`config.mk`:
```
export PLATFORM = sky130hd
export DESIGN_NAME = vliw_pc_sequencer
export DESIGN_NICKNAME = d
export VERILOG_FILES = /design/src/rtl/vliw_pkg.sv /design/src/rtl/lane_priority_select.sv /design/src/rtl/vliw_pc_sequencer.sv
export SDC_FILE = /design/constraint.sdc
export NUM_CORES = 1
export LEC_CHECK = 0
export ABC_AREA = 1
export CORE_MARGIN = 10
export CORE_UTILIZATION = 60
export CTS_CLUSTER_SIZE = 30
export DETAILED_ROUTE_END_ITERATION = 7
export DONT_BUFFER_PORTS = 1
export PLACE_DENSITY = 0.76
export SYNTH_ARGS = -nofsm -noshare
export SYNTH_HDL_FRONTEND = slang
export SYNTH_SLANG_ARGS = --single-unit
```
`constraint.sdc`:
```
create_clock -name clk -period 5.1 [get_ports clk]
set_clock_uncertainty 0.05 [all_clocks]
set_input_delay 1.02 -clock clk [delete_from_list [all_inputs] [get_ports clk]]
set_output_delay 1.02 -clock clk [all_outputs]
set_load 0.02 [all_outputs]
```
`src/rtl/vliw_pkg.sv`:
```
// Shared types and helpers for the VLIW program-counter sequencer.
package vliw_pkg;

  typedef enum logic [1:0] {
    ST_RUN    = 2'd0,
    ST_HOLD   = 2'd1,
    ST_HALTED = 2'd2
  } seq_state_t;

  localparam int DEFAULT_PC_W         = 32;
  localparam int DEFAULT_BUNDLE_BYTES = 4;

  // Width of a lane index; a single-lane build still carries a 1-bit index.
  function automatic int lane_idx_w(input int lanes);
    return (lanes > 1) ? $clog2(lanes) : 1;
  endfunction

endpackage

```
`src/rtl/lane_priority_select.sv`:
```
// Fixed-priority redirect arbiter: lowest lane index with a redirect wins.
module lane_priority_select
  import vliw_pkg::*;
#(
  parameter int LANES = 4,
  parameter int PC_W  = DEFAULT_PC_W
) (
  input  logic [LANES-1:0]             redirect,
  input  logic [LANES*PC_W-1:0]        targets,
  output logic                         any,
  output logic                         multi,
  output logic [lane_idx_w(LANES)-1:0] winner,
  output logic [PC_W-1:0]              target
);

  localparam int IDX_W = lane_idx_w(LANES);

  always_comb begin
    winner = '0;
    target = '0;
    // Scan high to low so the lowest set lane is the last one written.
    for (int i = LANES - 1; i >= 0; i--) begin
      if (redirect[i]) begin
        winner = IDX_W'(i);
        target = targets[i*PC_W +: PC_W];
      end
    end
  end

  assign any   = |redirect;
  assign multi = ($countones(redirect) > 1);

endmodule

```
`src/rtl/vliw_pc_sequencer.sv`:
```
// Shared bundle PC for the multi-core VLIW CPU: redirect arbitration, stall hold,
// fetch handshake, halt, alignment and conflict flags, retired-bundle counter.
//
//  state     | meaning
//  ----------+-----------------------------------------------------------
//  ST_RUN    | fetching; advances when stall=0 and fetch_ready=1
//  ST_HOLD   | downstream stalled; pc frozen, lane requests ignored
//  ST_HALTED | halt retired; pc frozen until reset
module vliw_pc_sequencer
  import vliw_pkg::*;
#(
  parameter int              LANES        = 4,
  parameter int              PC_W         = DEFAULT_PC_W,
  parameter logic [PC_W-1:0] RESET_PC     = '0,
  parameter int              BUNDLE_BYTES = DEFAULT_BUNDLE_BYTES
) (
  input  logic                         clk,
  input  logic                         reset,
  input  logic [LANES-1:0]             lane_redirect,
  input  logic [LANES*PC_W-1:0]        lane_target,
  input  logic                         halt_req,
  input  logic                         stall,
  input  logic                         fetch_ready,
  output logic [PC_W-1:0]              pc,
  output logic [PC_W-1:0]              pc_plus_step,
  output logic                         fetch_valid,
  output logic                         redirect_taken,
  output logic [lane_idx_w(LANES)-1:0] redirect_lane,
  output logic                         multi_redirect,
  output logic                         align_err,
  output logic                         halted,
  output logic [31:0]                  bundle_count
);

  localparam int              IDX_W      = lane_idx_w(LANES);
  localparam logic [PC_W-1:0] ALIGN_MASK = PC_W'(BUNDLE_BYTES - 1);

  seq_state_t state, state_nxt;

  logic             sel_any;
  logic             sel_multi;
  logic [IDX_W-1:0] sel_lane;
  logic [PC_W-1:0]  sel_target;
  logic [PC_W-1:0]  aligned_target;
  logic             misaligned;
  logic             advance;

  lane_priority_select #(
    .LANES (LANES),
    .PC_W  (PC_W)
  ) u_select (
    .redirect (lane_redirect),
    .targets  (lane_target),
    .any      (sel_any),
    .multi    (sel_multi),
    .winner   (sel_lane),
    .target   (sel_target)
  );

  assign aligned_target = sel_target & ~ALIGN_MASK;
  assign misaligned     = |(sel_target & ALIGN_MASK);
  assign pc_plus_step   = pc + PC_W'(BUNDLE_BYTES);
  assign fetch_valid    = (state == ST_RUN) & ~stall;
  assign advance        = fetch_valid & fetch_ready;
  assign halted         = (state == ST_HALTED);

  always_comb begin
    state_nxt = state;
    case (state)
      ST_RUN: begin
        if (stall)                   state_nxt = ST_HOLD;
        else if (advance && halt_req) state_nxt = ST_HALTED;
      end
      ST_HOLD:   if (!stall) state_nxt = ST_RUN;
      ST_HALTED: state_nxt = ST_HALTED;
      default:   state_nxt = ST_RUN;
    endcase
  end

  always_ff @(posedge clk) begin
    if (reset) begin
      state          <= ST_RUN;
      pc             <= RESET_PC;
      redirect_taken <= 1'b0;
      redirect_lane  <= '0;
      multi_redirect <= 1'b0;
      align_err      <= 1'b0;
      bundle_count   <= '0;
    end else begin
      state          <= state_nxt;
      redirect_taken <= 1'b0;
      if (advance) begin
        if (bundle_count != 32'hFFFF_FFFF) bundle_count <= bundle_count + 32'd1;
        // A halting bundle keeps its own address so the halt point stays visible.
        if (halt_req) begin
          pc <= pc;
        end else if (sel_any) begin
          pc             <= aligned_target;
          redirect_taken <= 1'b1;
          redirect_lane  <= sel_lane;
          if (sel_multi)  multi_redirect <= 1'b1;
          if (misaligned) align_err      <= 1'b1;
        end else begin
          pc <= pc_plus_step;
        end
      end
    end
  end

endmodule

```
==> results.cfg <==
[run]
drv_cap = 0

[setup_path]
crit_arrival_ps = 2280
end_kind = output pin
slowest_stage = dfxtp_1
crit_fanout = 5
cp.required_ps = 4030
crit_path_frequent_cell = nor2_2
start_kind = register
critPathMaxStageDelay_ps = 550
crit_chain = inv_1 > nor2_2 > nand2_1 > nor2_2 > xor2_1
critPathKind = register to output pin

[finish]
layout-drive-gt1-share_pct = 6.33
nets = 1136
fin_area_um2 = 5910
diodes = 0
areaGrowthSynthToFinish_pct = 3.24

[global_route]
grt_pass1_wl_um = 33000
grt_max_degree = 54
grt_usage_pct = 28.8
antenna_found_initial = 0
grt_pass1_vias = 6164
grt-ovfl-total = 0

[yosys]
synthFlopType = dfxtp_1
synth_cell_type_count = 38
syn_inst = 1018
yosys_warnings = 0
synth.ff_latch_count = 69
syn_avg_cell_area_um2 = 5.62
syn_area_um2 = 5720
ys_seq_area_share_pct = 24.1
async_flop_share_pct = 0
synth-edff-count = 0

[drt]
vias = 6365
avgViaCountPerCell = 5.66
drtIter0Drc = 576
drc_errors = 0
ant_nets = 0
avgRoutedWirePerCell_um = 18.4
dr.pass1.iters = 7
drt-total-wl_um = 20700

[clocking]
hold_buffers = 0
numCtsBuffers = 9
cts_buffer_depth = 2
cts_resized = 0
clock_latency_ps = 360
cts_setup_buffers = 0
h-tree-depth = 3
clock_sink_count = 69
clkTransAtPathRegs_ps = 90
cts-root-buf = clkbuf_8
cts_tree = yes

[place]
dp_hpwl_um = 16300
place_ws_ps = 1910
placed_area_um2 = 5680
gp_congestion = 0.993
io_buffers = 0

[timing]
slew_violations = 0
rsz0062_at_grt = false
fin_crit_ps = 3350
clock.fmax_mhz = 299
hold_violations = 0
tightestPinTransition_ps = 982
worst_slack_ps = 1750
relSlewSlack_pct = 34.5
period_share_pct = 65.7
setup_viol = 0
setup-tns-final_ps = 0

[die]
chipWidth_um = 118
core_area_um2 = 9280
die_area_um2 = 13800
initial_core_util_pct = 61.7
row_count = 35
die_y_um = 118
io_pins = 240

[pwr]
leakage_uw = 0.00228
vdd_drop_max_mv = 0.152
power.total_uw = 1320
power_density_nw_per_um2 = 223

[worst_hold_path]
hp-class = register to register

[status]
status = complete, no violations
-- per-stage QoR --
step | instances | utilization [%] | hold slack [ps]
finish | 1124 | 63.7 | 523
detailed placement | 1108 | 61.2 | 511
floorplan | 1021 | - | 467
global placement | 1108 | 61.2 | 493
CTS | 1124 | 63.7 | 524
global route | 1124 | 63.7 | 557
-- where the power goes --
part	internal, uW	switching (uW)
Sequential	554	46.7
Clock	293	237
Combinational	54.8	131
-- state kept, by name (all words and copies together) (netlist names) --
| name | count |
|---|---|
| align_err | 1 |
| bundle_count | 32 |
| multi_redirect | 1 |
| pc | 30 |
| redirect_lane | 2 |
| redirect_taken | 1 |
| state | 2 |
-- worst max-delay path, delay by kind of cell, from the launching register on --
kind	cells	cell delay [ps]
XOR/XNOR	1	450
buffers and inverters	1	260
flip-flops	1	550
AND/OR/NAND/NOR	3	660
-- per-layer routing --
layer / global-route usage, % / vias to the layer above / wire, um
met4: 12.9 / 0 / 898
met5: 0 / - / 0
met2: 51.3 / 307 / 10200
met1: 28.4 / 2853 / 7210
met3: 11.9 / 58 / 2370
li1: - / 3147 / -
-- cell usage after synthesis, types with 2 or more instances --
| cell | instances | area share, % |
|---|---|---|
| a21oi_1 | 96 | 8.4 |
| a21oi_2 | 10 | 1.5 |
| and2_1 | 3 | 0.33 |
| buf_1 | 7 | 0.46 |
| buf_2 | 6 | 0.52 |
| buf_4 | 5 | 0.66 |
| buf_6 | 2 | 0.39 |
| clkbuf_1 | 22 | 1.4 |
| dfxtp_1 | 69 | 24 |
| ha_1 | 8 | 1.7 |
| inv_1 | 69 | 4.5 |
| inv_2 | 4 | 0.26 |
| nand2_1 | 376 | 25 |
| nand2_2 | 5 | 0.55 |
| nand2_4 | 4 | 0.79 |
| nand3_1 | 41 | 3.6 |
| nand3b_1 | 8 | 1.0 |
| nand4_1 | 4 | 0.44 |
| nor2_1 | 168 | 11 |
| nor2_2 | 4 | 0.44 |
| nor2_4 | 3 | 0.59 |
| nor3_1 | 4 | 0.35 |
| o211ai_1 | 2 | 0.26 |
| o21ai_0 | 45 | 3.9 |
| o22ai_1 | 5 | 0.55 |
| or2_2 | 13 | 1.4 |
| xnor2_1 | 8 | 1.2 |
| xor2_1 | 17 | 2.6 |
-- worst paths after layout --
path         cells after the start  slack [ps]             from               end
min reg2reg                      2         520        align_err         align_err
max reg2reg                     10        2570  bundle_count[0]  bundle_count[23]
max                              5        1750            pc[2]  pc_plus_step[13]
min                              2         520        align_err         align_err
-- cell type report --
type | count | area, um2
clock buffer | 10 | 138
clock inverter | 6 | 93.8
fill | 937 | 3370
inverter | 73 | 274
multi-input combinational | 835 | 3850
sequential | 69 | 1380
tap | 129 | 161
timing repair buffer | 2 | 15.0
-- placed cells by master (no fill, tap or decap), types with 2 or more instances in the layout --
| cell type | count |
|---|---|
| ha_1 | 8 |
| a21oi_2 | 10 |
| o22ai_1 | 5 |
| or2_2 | 13 |
| nor3_1 | 4 |
| nand3_1 | 41 |
| inv_1 | 69 |
| nand2_4 | 4 |
| clkbuf_8 | 10 |
| nand2_1 | 376 |
| xor2_1 | 17 |
| inv_6 | 2 |
| inv_2 | 4 |
| conb_1 | 4 |
| xnor2_1 | 8 |
| nor2_4 | 3 |
| bufinv_16 | 2 |
| buf_4 | 2 |
| nand3b_1 | 8 |
| nor2_1 | 168 |
| nand2_2 | 5 |
| a21oi_1 | 96 |
| o211ai_1 | 2 |
| and2_1 | 3 |
| nor2_2 | 4 |
| nand4_1 | 4 |
| o21ai_0 | 45 |
| dfxtp_1 | 69 |
-- cells by family after synthesis --
kind of cell,share of synthesized area [%]
and+or+nand+nor,45.8
AOI/OAI and AO/OA,15.2
buffers and inverters,8.87
DFF,24.1
xor gates and xnor gates,3.83
adders and majority gates,2.10
other,0.0655
Power figures use the tool's default switching activity.
